--- config.mk ---
export PLATFORM = sky130hd
export DESIGN_NAME = alu_rr_scheduler
export DESIGN_NICKNAME = d
export VERILOG_FILES = /design/src/rtl/alu_rr_scheduler.sv
export SDC_FILE = /design/constraint.sdc
export NUM_CORES = 1
export LEC_CHECK = 0
export ABC_AREA = 1
export BUFFER_PORTS_ARGS = -buffer_cell sky130_fd_sc_hd__buf_2
export CORE_MARGIN = 3
export CORE_UTILIZATION = 56
export CTS_CLUSTER_SIZE = 30
export DETAILED_ROUTE_END_ITERATION = 8
export HOLD_SLACK_MARGIN = 0.15
export PLACE_DENSITY = 0.87
export SLEW_MARGIN = 25
export SYNTH_ARGS = -nofsm -noshare
export SYNTH_HDL_FRONTEND = slang
export SYNTH_SLANG_ARGS = --single-unit
--- constraint.sdc ---
create_clock -name clk -period 3.61 [get_ports clk]
set_input_delay 0.5415 -clock clk [delete_from_list [all_inputs] [get_ports clk]]
set_output_delay 0.5415 -clock clk [all_outputs]
set_load 0.01 [all_outputs]
--- src/rtl/alu_rr_scheduler.sv ---
// alu_rr_scheduler
//   Shares a single 8-bit ALU among N_REQ requesters. A round-robin arbiter
//   grants one requester from IDLE, its operands are captured, the result is
//   computed in EXEC and presented in RESP until the consumer accepts it.
//
// Ports
//   clk         clock, all state updates on the rising edge
//   rst         synchronous active-high reset
//   req_valid   per-requester request
//   req_ready   per-requester accept (one-hot or zero, combinational in IDLE)
//   req_a/req_b operands, requester i at [8i+7:8i]
//   req_op      opcode, requester i at [2i+1:2i] (00 add, 01 sub, 10 and, 11 or)
//   rsp_valid   result available
//   rsp_ready   consumer accepts result
//   rsp_id      index of the requester owning the result
//   rsp_result  8-bit ALU result
//   rsp_zero    rsp_result == 0
//   busy        FSM not in IDLE
module alu_rr_scheduler #(
  parameter int unsigned N_REQ = 4
) (
  input  logic                       clk,
  input  logic                       rst,
  input  logic [N_REQ-1:0]           req_valid,
  output logic [N_REQ-1:0]           req_ready,
  input  logic [8*N_REQ-1:0]         req_a,
  input  logic [8*N_REQ-1:0]         req_b,
  input  logic [2*N_REQ-1:0]         req_op,
  output logic                       rsp_valid,
  input  logic                       rsp_ready,
  output logic [$clog2(N_REQ)-1:0]   rsp_id,
  output logic [7:0]                 rsp_result,
  output logic                       rsp_zero,
  output logic                       busy
);

  localparam int unsigned IW = $clog2(N_REQ);

  typedef enum logic [1:0] {S_IDLE, S_EXEC, S_RESP} state_t;

  state_t          state_q;
  logic [IW-1:0]   ptr_q;
  logic [7:0]      a_q, b_q;
  logic [1:0]      op_q;
  logic [IW-1:0]   id_q;
  logic            rsp_valid_q;
  logic [7:0]      rsp_result_q;
  logic            rsp_zero_q;
  logic [IW-1:0]   rsp_id_q;

  // Arbiter outputs
  logic            grant_vld;
  logic [IW-1:0]   grant_idx;
  logic [IW-1:0]   ptr_d;
  logic [7:0]      sel_a, sel_b;
  logic [1:0]      sel_op;
  int unsigned     scan_int;
  int unsigned     next_int;
  logic [IW-1:0]   scan_idx;

  logic [7:0]      result_d;

  // Scan from ptr upward with wrap; the first valid requester wins and its
  // operands are muxed out alongside the grant.
  always_comb begin
    grant_vld = 1'b0;
    grant_idx = '0;
    ptr_d     = ptr_q;
    sel_a     = '0;
    sel_b     = '0;
    sel_op    = '0;
    scan_int  = 0;
    next_int  = 0;
    scan_idx  = '0;
    for (int unsigned k = 0; k < N_REQ; k++) begin
      scan_int = 32'(ptr_q) + k;
      if (scan_int >= N_REQ) scan_int = scan_int - N_REQ;
      scan_idx = IW'(scan_int);
      if (!grant_vld && req_valid[scan_idx]) begin
        grant_vld = 1'b1;
        grant_idx = scan_idx;
        next_int  = (scan_int + 1 == N_REQ) ? 0 : scan_int + 1;
        ptr_d     = IW'(next_int);
        sel_a     = 8'(req_a  >> (8 * scan_int));
        sel_b     = 8'(req_b  >> (8 * scan_int));
        sel_op    = 2'(req_op >> (2 * scan_int));
      end
    end
  end

  always_comb begin
    result_d = '0;
    case (op_q)
      2'b00: result_d = a_q + b_q;
      2'b01: result_d = a_q - b_q;
      2'b10: result_d = a_q & b_q;
      2'b11: result_d = a_q | b_q;
      default: result_d = '0;
    endcase
  end

  always_ff @(posedge clk) begin
    if (rst) begin
      state_q      <= S_IDLE;
      ptr_q        <= '0;
      a_q          <= '0;
      b_q          <= '0;
      op_q         <= '0;
      id_q         <= '0;
      rsp_valid_q  <= 1'b0;
      rsp_result_q <= '0;
      rsp_zero_q   <= 1'b0;
      rsp_id_q     <= '0;
    end else begin
      case (state_q)
        S_IDLE: begin
          if (grant_vld) begin
            a_q     <= sel_a;
            b_q     <= sel_b;
            op_q    <= sel_op;
            id_q    <= grant_idx;
            ptr_q   <= ptr_d;
            state_q <= S_EXEC;
          end
        end
        S_EXEC: begin
          rsp_result_q <= result_d;
          rsp_zero_q   <= (result_d == 8'h00);
          rsp_id_q     <= id_q;
          rsp_valid_q  <= 1'b1;
          state_q      <= S_RESP;
        end
        S_RESP: begin
          if (rsp_ready) begin
            rsp_valid_q <= 1'b0;
            state_q     <= S_IDLE;
          end
        end
        default: state_q <= S_IDLE;
      endcase
    end
  end

  assign req_ready  = (state_q == S_IDLE && !rst && grant_vld) ?
                      (N_REQ'(1) << grant_idx) : '0;
  assign rsp_valid  = rsp_valid_q;
  assign rsp_result = rsp_result_q;
  assign rsp_zero   = rsp_zero_q;
  assign rsp_id     = rsp_id_q;
  assign busy       = (state_q != S_IDLE);

endmodule

After elaboration in Yosys (flattened, before gate mapping) --
Index checks and enable logic that the tools add are counted.
Operators by class: add/subtract/negate cells 13, $mul 0, divide/modulo/power cells 0, $lt $le $gt $ge 8, eq/ne operators 11, shift operators 13, mux-type cells 47, bitwise operators 2, reduce and logical (&&, ||, !) cells 19
Operator list (count):
- $shr A32 B32 Y8 | 8
- $add A32 B1 Y32 const B | 4
- $eq A32 B3 Y1 const B | 4
- $mux W32 | 4
- $shr A8 B32 Y2 | 4
- $mux W8 | 8
- $mux W2 | 18
- $pmux W8 S4 | 1
- $lt A2 B3 Y1 const B | 4
- $sub A3 B3 Y4 const B | 3
- $ge A3 B3 Y1 const B | 3
- $mux W1 | 9
- $add A8 B8 Y8 | 1
- $and A8 B8 Y8 | 1
- $bmux W1 S2 | 4
- $logic_not A8 Y1 | 1
- $or A8 B8 Y8 | 1
- $sub A8 B8 Y8 | 1
- $add A2 B2 Y3 const B | 2
- $eq A2 B2 Y1 const B | 3
- $pmux W2 S3 | 1
- $reduce_and A2 Y1 | 3
- $logic_and A1 B1 Y1 | 5
- $eq A2 B1 Y1 const B | 2
- other kinds (12) | 18
Word-level totals: bits in registers 36, latch bits 0, RAM bits 0, ROM bits 0, input port bits 79, output and inout bits 17, word-level logic and storage cells 123, memories 0

Longest topological paths before layout --
Gate-level depths: netlist of the first run.
depth after elaboration 16, depth in mapped cells 19, mapped depth without buffers 19

Worst setup path after synthesis of the first run --
No wires, ideal clock.
path type register -> output, start reg ptr_q[1], end out req_ready[0], arrival 2.254 ns, required time 3.069 ns, path slack 0.815 ns, cell stages (with the launch flop) 16, buffers on the path 3, cells stage by stage dfxtp_1 inv_2 clkbuf_1 ha_1 buf_4 inv_1 buf_4 nand2_1 o21ai_2 nand3b_2 nand2_2 inv_2 nand2_1 inv_2 nand3_1 nor2_1
Between the ends: cells in the longest elaborated chain, start to end 16, elaborated cells on any way between the ends 40, classes of those cells add/sub: 7; order compare: 4; shift: 1; mux: 21; reduce/logical: 7
RTL lines:
- start, declared | RTL line 42 | logic [IW-1:0] ptr_q;
- start signal, assigned | RTL line 122 | ptr_q <= ptr_d;
- parallel branches: the longest is 15 deep, another holds $sub A3 B3 Y4
- $mux W4 * | RTL line 144 | assign req_ready = (state_q == S_IDLE && !rst && grant_vld) ?
- end, declared | RTL line 25 | output logic [N_REQ-1:0] req_ready,
Every way passes the cells marked *. The select of a mux whose other input is x is not followed.

Worst setup path after layout of the first run --
start reg ptr_q[0], end out req_ready[3]
Same word-level chain as after synthesis.

==> results of run 1 <==
## cell families (layout without fill, tap and decap cells)
family	after synthesis	in the layout	synth area share, %
compound gates	161	161	19.5
xor+xnor	5	5	0.985
fa+ha+maj	17	17	4.95
buf+inv	106	176	10.7
flops	36	36	16.2
mux	66	66	14.9
simple gates	353	353	32.8
## how the worst max path moves through the flow
stage                        start            to  slack, ns  cells after the start
after floorplan           ptr_q[1]  req_ready[0]       0.81                     15
after global placement    ptr_q[0]  req_ready[2]       0.74                     12
after detailed placement  ptr_q[0]  req_ready[3]       0.64                     12
after CTS                 ptr_q[0]  req_ready[3]       0.32                     12
after global routing      ptr_q[0]  req_ready[1]       0.01                     12
final                     ptr_q[0]  req_ready[3]       0.31                     12
## placed cells by master (no fill, tap or decap), types with 2 or more instances in the layout
cell type and instances:
sky130_fd_sc_hd__buf_2 95, sky130_fd_sc_hd__a31oi_1 4, sky130_fd_sc_hd__nand3_1 41, sky130_fd_sc_hd__nand2_2 6
sky130_fd_sc_hd__a21oi_1 51, sky130_fd_sc_hd__inv_1 55, sky130_fd_sc_hd__buf_4 10, sky130_fd_sc_hd__nor3_1 2
sky130_fd_sc_hd__dfxtp_1 35, sky130_fd_sc_hd__clkbuf_8 5, sky130_fd_sc_hd__mux2i_1 66, sky130_fd_sc_hd__nand4_1 3
sky130_fd_sc_hd__o21ai_0 51, sky130_fd_sc_hd__nand2_1 147, sky130_fd_sc_hd__o21ai_2 4, sky130_fd_sc_hd__nand3_2 2
sky130_fd_sc_hd__xor2_1 5, sky130_fd_sc_hd__nor2_1 144, sky130_fd_sc_hd__ha_1 16, sky130_fd_sc_hd__o21ai_1 26
sky130_fd_sc_hd__nor2_2 2, sky130_fd_sc_hd__inv_2 7, sky130_fd_sc_hd__o22ai_1 18, sky130_fd_sc_hd__o211ai_1 4
## metal layers
layer	wire, um	track usage [%]	share of wire, %
met1	5240	34.2	41
met2	6430	53.0	50
met3	794	3.24	6.2
met4	357	11.1	2.8
met5	0	0	0
## state kept, by name, summed over array words and instances, names as in the netlist
name	cells
b_q	8
rsp_zero	1
a_q	8
rsp_id	2
ptr_q	2
state_q	2
id_q	2
op_q	2
rsp_result	8
rsp_valid	1
## area by class of cell
cell class                 count  area share (%)
clock buffer                   6            1.45
clock inverter                 2           0.698
inverter                      62            4.64
multi-input combinational    602            64.8
sequential                    36            14.4
tap                           99            2.47
timing repair buffer         106            11.5
## where the power goes
| group | switching, mW | total, mW | internal [mW] |
|---|---|---|---|
| Clock | 0.145 | 0.349 | 0.205 |
| Sequential | 0.163 | 0.714 | 0.551 |
| Combinational | 2.40 | 3.73 | 1.33 |
| Total | 2.71 | 4.79 | 2.08 |
## critical path: cells and delay by family (launching register included)
family	cells	cell delay [ns]
AO/OA/AOI/OAI	1	0.24
adder cells (fa/ha/maj)	1	0.43
buffers and inverters	5	0.77
flip-flops	1	0.48
AND/OR/NAND/NOR	5	0.55
## stage by stage
step	power [mW]	util [%]	hold WS [ns]	area, um^2	setup WS (ns)
detailed placement	4.35	65.2	0.466	4880	0.638
global placement	4.24	65.2	0.461	4880	0.736
global route	5.30	67.0	0.463	5020	0.0119
finish	4.79	67.0	0.463	5020	0.307
floorplan	3.61	-	0.448	4450	0.815
CTS	4.71	66.6	0.456	4990	0.319
==> results list, run 1 <==
- First DRT Iteration DRCs: 458
* Critical path, cell by cell: inv_2, ha_1, inv_1, o21ai_2, nand3b_2, nand2_2, inv_2, nand2_1, inv_2, nand2_1, nor2_1, buf_2
- For this configuration, the core starts out at a cell density of 59.4%.
- The path with the worst hold slack has its endpoint at rsp_valid.
* Result of the run: completed
* Multi-input logic area: 3250 um^2
- Via density per instance: 5.80
* Slew at the pin closest to its max-slew limit: 0.712 ns
- Worst hold stages: 2
- The worst hold path begins at rsp_ready.
- Element type at the critical path start: register
- Syn Nets: 840
- For this run, the number of Yosys warnings is 0.
* Area growth from synthesis to layout: 12.8%
* Setup violation total in the final timing report: 0
* Number of gates given a new drive strength after cts: 0
* Largest cells by area after synthesis: sky130_fd_sc_hd__dfxtp_1 (16%), sky130_fd_sc_hd__mux2i_1 (15%), sky130_fd_sc_hd__nand2_1 (12%)
- Once detailed placement completed, the half-perimeter wirelength came to 9670 um.
- Top cell type by total area after synthesis: sky130_fd_sc_hd__dfxtp_1
- 96 I/O pins were placed.
- Among the stages of the critical path, the cell type that occurs most often is sky130_fd_sc_hd__inv_2.
* Mean routed wirelength per cell: 14.0 um
- After synthesis the netlist holds a flip-flop and latch count of 36.
- Maximum single-stage delay on the critical path: 0.48 ns
* Number of cell rows: 31
- Number of vias in the routed layout: 5297
- Setup repair after global routing left no endpoint under its margin.
- Once layout is complete, the cells apart from fillers number 913.
- Diode count: 0
- After clock tree synthesis, the clock-pin slew on the worst setup and hold paths is 0.07 ns.
* Clock latency reported for the late side of the worst-skew pair: 0.29 ns
- Quantity of hold-fixing buffers added after cts: 0
- Number of iterations in the first detailed-routing pass: 8
* Root buffer cell: sky130_fd_sc_hd__clkbuf_8
- Pin count of the biggest net entering global routing: 77
- After synthesis, the largest area contributor takes up 16.2% of total cell area.
* First-pass GRT wire length: 21700 um
- Proportion of synthesized flip-flops having asynchronous set or reset: 0%
- Gate count after technology mapping: 744
- In this run the number of H-tree levels came out at 2.
- The synthesized netlist occupies a cell area of 4450 um^2.
- Global routing finished with a remaining overflow of 0.
- Max clock buf depth: 2
- Sequential cell area: 724 um^2
* Leading cell types by count after synthesis: sky130_fd_sc_hd__nand2_1 (147), sky130_fd_sc_hd__nor2_1 (144), sky130_fd_sc_hd__mux2i_1 (66)
- Worst Clk Skew: 0.00378 ns
- The startpoint identified for the worst register-to-register timing path is b_q[0].
- After clock tree synthesis, the setup repair step added 0 buffers.
- Number of global-route vias before repair: 5077
* Residual antenna-violating net count after detailed routing: 0
* TritonCTS clock tree: built
* Clock buffer count from CTS: 5
- For the final routed database, the setup TNS stands at 0 ns.
* Share of final-layout standard cells stronger than drive strength 1: 17.1%
- Crit path kind: register to output port
* Number of unique standard cell types used by synthesis: 37
* Most frequent cell after synthesis: sky130_fd_sc_hd__nand2_1
* Hold Vio Cnt, Final: 0
* Cell depth of the worst flop-to-flop path: 18
- Yosys mapped a number of flops with a built-in enable equal to 0.
* Core box area: 7490 um^2
- In this run the vertical extent of the chip is 95.1 um.
- Total clock sinks: 36
- Initial antenna violation count: 0
- In the synthesized netlist the dominant register cell turns out to be sky130_fd_sc_hd__dfxtp_1.
- The congestion estimate from routability-driven global placement came to 0.945.
* Crit Path Max Fanout: 22
* Placed instance count: 904
* Number of fill cells: 682
- Final Slew Violations: 0
* Total Routed Length: 12800 um
- Worst hold path class: primary input to register
- Endpoint of the lowest-slack register-to-register path: rsp_zero
- The die covers 9040 um^2.
- Reported max-cap violation count: 0
- The largest individual stage delay along the critical path comes from the cell sky130_fd_sc_hd__dfxtp_4.
- Setup slack of the worst register-to-register path: 0.91 ns
* Portion of the post-synthesis area used by sequential elements: 16.2%
* Leakage: 2.55 nW
- Global routing used 28.9% of the available tracks.
- Synthesized area per cell: 5.98 um^2
- After layout, the minimum clock period comes to 3.30 ns.
- # DRC: 0
- The worst setup path is captured at an output port.
- Worst path arrival time: 2.76 ns
- Final net count: 909
- Period utilization: 91.5%
* Relative slew slack: 52.4%
- Count of buffers from port buffering: 95
* Die boundary width: 95.1 um
* Critical path required time: 3.07 ns
- Highest clock rate: 303 MHz
- VDD sags by at most 0.000800 V.
- Cell area power density: 955 nW/um^2
Power figures use the tool's default switching activity.
==> inputs of run 2 (changes only) <==
- CTS_CLUSTER_SIZE: 30 -> 10
- PLACE_DENSITY: 0.87 -> 0.82
- clock period: 3.61 -> 3.35 ns (I/O delays scaled with it)
==> results list, run 2 (same netlist as run 1, synthesis figures left out) <==
- Number of global-route vias before repair: 4860
- For this configuration, the core starts out at a cell density of 59.4%.
- In this run, the clock network consumes 6.6% of the power.
* Reported max-cap violation count: 0
- Post-CTS Setup Repair Bufs: 0
* Number of vias in the routed layout: 5280
* Quantity of hold-fixing buffers added after cts: 0
- Crit path kind: register to output port
* Total clock sinks: 36
- Clock latency reported for the late side of the worst-skew pair: 0.29 ns
- Register clock-pin slew on the reported worst setup and hold paths: 0.09 ns
- First DRT Iteration DRCs: 465
- Floorplan die height: 95.1 um
- Post-route core utilization: 66.7%
- Setup violations remaining at the end of the flow were counted as 0.
* Power consumption: 5.14 mW
- The number of antenna diodes in the final layout is 0.
- Period utilization: 91.5%
* Commonest non-fill, non-tap cell in the layout: sky130_fd_sc_hd__nand2_1
- Nature of the critical path endpoint: output port
- The smallest clock period supported by the final layout is computed as 3.06 ns.
* Number of gates given a new drive strength after cts: 0
- Crit path buffers/inverters: 4
- STA classifies the critical path startpoint as a register.
- Across the VDD grid, the largest voltage drop is 0.000900 V.
* Worst path arrival time: 2.56 ns
* Initial antenna violation count: 0
* Area of the die: 9040 um^2
- The internal power of the cells totals 2.20 mW.
* Worst Clk Skew: 0.0110 ns
* Family with the most delay on the worst path: simple AND/OR/NAND/NOR gates
* Clock buffer count from CTS: 5
* Critical path required time: 2.85 ns
- The net count of the finished layout is 910.
* Hold Vio Cnt, Final: 0
- After detailed routing, the average wire length per cell comes to 14.3 um.
- In this run the core area contains 31 standard-cell rows.
- The min-delay analysis places its worst path in the category primary input to register.
- Share of final-layout standard cells stronger than drive strength 1: 17.3%
- Power spread over the standard cell area amounts to 1030 nW/um^2.
- Aggregate negative setup slack: 0 ns
- Before antenna repair, the detailed router went through 8 iterations.
* Placer's final routability congestion estimate: 0.957
- After floorplanning, the core was sized to cover 7490 um^2.
- The first global-routing pass estimated 21700 um of wire.
* # DRC: 0
* Die boundary width: 95.1 um
- Net switching power of the design: 2.94 mW
- The most numerous cell type found on the critical path is sky130_fd_sc_hd__inv_1.
- Of the total power, combinational logic draws 78.3%.
* Switching part of the total: 57.2%
- In this run the static leakage power is 2.55 nW.
- Count of buffers from port buffering: 95
- Of all nets on the critical path, the largest fanout is 16.
- TritonCTS built the clock tree.
- Total overflow reported by the global router: 0
- RSZ-0062 raised after global routing: false
* Residual antenna-violating net count after detailed routing: 0
- Total half-perimeter wirelength after legalization and detailed placement: 9770 um
- The final layout contains routed wiring with a total length of 13100 um.
- Clock tree synthesis selected as its root buffer the cell sky130_fd_sc_hd__clkbuf_8.
- Deepest level of the CTS H-tree: 2
* Highest clock rate: 326 MHz
- Sequential cells account for 15.1% of the total power.
* Maximum single-stage delay on the critical path: 0.46 ns
* Ports: 96
* Result of the run: completed
* Relative slew slack: 46.4%
- Pin count of the biggest net entering global routing: 79
* Tot GR Track Use: 29.0%
- Slew at the pin closest to its max-slew limit: 0.804 ns
- Top library cells by usage in the layout, fill and taps aside: sky130_fd_sc_hd__nand2_1 (147), sky130_fd_sc_hd__nor2_1 (144), sky130_fd_sc_hd__buf_2 (95)
- In the routed layout, each cell is associated on average with a via count of 5.78.
- Critical path, cell by cell: inv_2, ha_1, inv_1, nand2_1, o21ai_0, nor2_2, a21boi_0, nand3_2, nand2_2, inv_1, nor2_1, buf_2
- Area growth from synthesis to layout: 12.4%
- Final Slew Violations: 0
- The largest individual stage delay along the critical path comes from the cell sky130_fd_sc_hd__dfxtp_4.
- Max clock buf depth: 2
run 2: cell count changes in the layout (fill, tap and decap cells not counted), sizes merged:
cell and delta:
bufinv -1, buf +1, inv +1
run 2: power groups by stage:
stage	logic [mW]	clock network, mW	registers [mW]
after CTS	3.97	0.343	0.770
after detailed placement	3.96	0	0.778
after global routing	4.54	0.362	0.797
after floorplan	3.15	0	0.740
after global placement	3.82	0	0.774
final	4.03	0.338	0.774
run 2: area by class of cell:
class	instances	area [um^2]
Multi-Input combinational cell	602	3250
Tap cell	99	124
Inverter	62	233
Sequential cell	36	724
Timing Repair Buffer	107	569
Clock inverter	2	13.8
Clock buffer	6	82.6
Fill cell	722	2490
run 2: metal layers:
metal | wire, um | global-route usage, % | share of wire (%)
met1 | 5510 | 36.5 | 42
met2 | 6350 | 52.3 | 49
met3 | 982 | 3.00 | 7.5
met4 | 233 | 7.93 | 1.8
met5 | 0 | 0 | 0
run 2: metrics by stage:
stage | hold slack [ns] | cell area (um^2) | instances | setup WS, ns
6_report | 0.414 | 5000 | 914 | 0.286
5_1_grt | 0.417 | 5000 | 914 | 0.0463
4_1_cts | 0.406 | 4990 | 914 | 0.327
3_5_place_dp | 0.471 | 4900 | 906 | 0.662
3_3_place_gp | 0.456 | 4900 | 906 | 0.760
2_1_floorplan | 0.448 | 4450 | 744 | 0.594
run 2: worst paths after layout:
check                               start            to  slack (ns)  cells past startpoint
worst max-delay path             ptr_q[0]  req_ready[0]        0.29                     12
worst max register to register     b_q[1]      rsp_zero        0.60                     18
worst min-delay path            rsp_ready     rsp_valid        0.41                      2
worst min register to register    id_q[0]       id_q[0]        0.48                      2
==> inputs of run 3 (changes only) <==
- HOLD_SLACK_MARGIN: 0.15 -> unset
- TNS_END_PERCENT: unset -> 10
- clock period: 3.35 -> 2.9 ns (I/O delays scaled with it)
==> results list, run 3 (same netlist as run 1, synthesis figures left out) <==
- The flow ran to the end, and the final reports show no timing, DRC or antenna violations.
- The worst register-to-register path begins at op_q[1].
- Worst Hold Slack: 0.345 ns
- Die boundary width: 95.1 um
* Post-route core utilization: 67.6%
- Summed over all nets, the switching power comes to 3.45 mW.
* TritonCTS clock tree: built
- Fill cells in the final layout number 733.
- Leakage: 2.58 nW
- The first detailed-routing pass ran for 5 iterations.
- The critical path in this run is classified as register to output port.
* Clock latency reported for the late side of the worst-skew pair: 0.29 ns
* Critical path required time: 2.47 ns
- The worst-case IR drop observed on VDD is 0.000954 V.
- In this run the worst path has a maximum fanout of 9.
* Core box area: 7490 um^2
- Hold Vio Cnt, Final: 0
- The number of clock buffers added by TritonCTS is 5.
* Max clock buf depth: 2
- The worst register-to-register path ends at rsp_zero.
- Internal: 2.59 mW
- The most critical setup path has its startpoint at ptr_q[0].
* Count of buffers from port buffering: 95
* Total overflow reported by the global router: 0
* # DRC: 0
- Portion of total power attributed to sequential cells: 14.5%
- Cell depth of the worst flop-to-flop path: 14
- Via density per instance: 5.68
* Number of cell rows: 31
- The initial antenna violation count came to 0.
- Total power for the finished layout comes to 6.04 mW.
* Deepest level of the CTS H-tree: 2
- After detailed routing, the average wire length per cell comes to 14.3 um.
- 0 antenna diodes ended up in the layout.
* Final Slew Violations: 0
- Subtracting the final worst setup slack from the clock period gives 2.73 ns.
- Total clock sinks: 36
- Number of global-route vias before repair: 4979
- Relative slew slack: 46.4%
- After clock tree synthesis, the clock-pin slew on the worst setup and hold paths is 0.08 ns.
- Period utilization: 94.2%
* Commonest non-fill, non-tap cell in the layout: sky130_fd_sc_hd__nand2_1
- In this run, the combinational gates consume 78.8% of the power.
- Clock skew on the completed layout was measured at 0.00382 ns.
* Tot GR Track Use: 29.8%
- Floorplan die height: 95.1 um
- Nature of the critical path endpoint: output port
- The final layout contains routed wiring with a total length of 13200 um.
- Cell area power density: 1190 nW/um^2
- Worst hold path class: primary input to register
- Final net count: 915
* Area of the die: 9040 um^2
- In this run the count of I/O pins placed on the die edge is 96.
- Setup slack on the worst reg-to-reg path comes out at 0.30 ns.
- Clock power frac: 6.7%
- Number of non-filler instances in the completed layout: 919
- The area growth from synthesis to layout is 13.8%.
- In this run, the number of DRC markers left after iteration 0 of detailed routing was 409.
* Placer's final routability congestion estimate: 0.926
- Switching part of the total: 57.1%
* Setup violation total in the final timing report: 0
- In the layout the commonest cells are sky130_fd_sc_hd__nand2_1 (146), sky130_fd_sc_hd__nor2_1 (144), sky130_fd_sc_hd__buf_2 (95).
- Initial standard-cell utilization of the core: 59.4%
- Reported max-cap violation count: 0
- For the pin with the worst max-slew slack, the measured transition is 0.803 ns.
- Data on the critical path arrives at its endpoint at 2.30 ns.
- Placed instance count: 910
- Static timing analysis puts the maximum clock frequency at 366 MHz.
- Once detail routing completed, the nets flagged for antenna violations numbered 0.
- The first global-routing pass estimated 21900 um of wire.
* Total half-perimeter wirelength after legalization and detailed placement: 9820 um
- Pin count of the biggest net entering global routing: 54
- RSZ-0062 raised after global routing: true
- The post-route netlist has 18.2% of its cells at a drive strength greater than 1.
* Element type at the critical path start: register
* End of the critical path: req_ready[3]
- Root buffer cell: sky130_fd_sc_hd__clkbuf_8
* Aggregate negative setup slack: 0 ns
* Number of vias in the routed layout: 5223
## run 3: through the flow
stage | instance area (um^2) | worst slack [ns]
floorplan | 4450 | 0.211
detailed placement | 4940 | 0.300
finish | 5060 | 0.169
global route | 5060 | -0.0125
global placement | 4940 | 0.450
CTS | 5030 | 0.0292
## run 3: area by class of cell
type / count / area (um^2) / area share, %
multi-input cells: 602 / 3270 / 64.6
flip-flops and latches: 36 / 724 / 14.3
repair buffers: 112 / 616 / 12.2
inverters: 62 / 233 / 4.60
well taps: 99 / 124 / 2.45
clock buffers: 6 / 82.6 / 1.63
clock inverters: 2 / 13.8 / 0.272
## run 3: worst max-delay path, cell delays in order, from the launching register on
cell                      delay, ns
sky130_fd_sc_hd__dfxtp_4       0.37
sky130_fd_sc_hd__inv_2         0.13
sky130_fd_sc_hd__ha_2          0.34
sky130_fd_sc_hd__buf_4         0.18
sky130_fd_sc_hd__nand2_1       0.08
sky130_fd_sc_hd__o21ai_2       0.09
sky130_fd_sc_hd__nor2_8        0.14
sky130_fd_sc_hd__nand2_2       0.07
sky130_fd_sc_hd__inv_2         0.08
sky130_fd_sc_hd__a21oi_1       0.08
sky130_fd_sc_hd__nand2_1       0.10
sky130_fd_sc_hd__nand2_1       0.09
sky130_fd_sc_hd__nor2_1        0.10
sky130_fd_sc_hd__buf_2         0.14
## run 3: per-layer routing
| layer | routed length, um | track usage (%) | up-vias |
|---|---|---|---|
| met5 | 0 | 0 | - |
| met4 | 274 | 9.86 | 0 |
| met3 | 1110 | 4.18 | 36 |
| met2 | 6370 | 53.3 | 237 |
| met1 | 5420 | 36.3 | 2338 |
| li1 | - | - | 2612 |
## run 3: worst min-delay path by stage
stage | cells after the start | to | startpoint
2_1_floorplan | 2 | id_q[0] | id_q[0]
3_3_place_gp | 2 | rsp_zero | rsp_zero
3_5_place_dp | 2 | rsp_zero | rsp_zero
4_1_cts | 2 | rsp_valid | rsp_ready
5_1_grt | 2 | rsp_valid | rsp_ready
6_report | 2 | rsp_valid | rsp_ready
## run 3: timing repair
action,CTS,global route
hold buffers,0,0
endpoints found under the setup margin,0,5
gates resized for setup,0,6
setup buffers,0,1
## run 3: power groups by stage
| stage | Combinational, mW | Clock, mW | Sequential [mW] |
|---|---|---|---|
| 5_1_grt | 5.36 | 0.423 | 0.902 |
| 3_5_place_dp | 4.62 | 0 | 0.893 |
| 6_report | 4.76 | 0.404 | 0.878 |
| 2_1_floorplan | 3.64 | 0 | 0.855 |
| 4_1_cts | 4.64 | 0.404 | 0.882 |
| 3_3_place_gp | 4.50 | 0 | 0.887 |
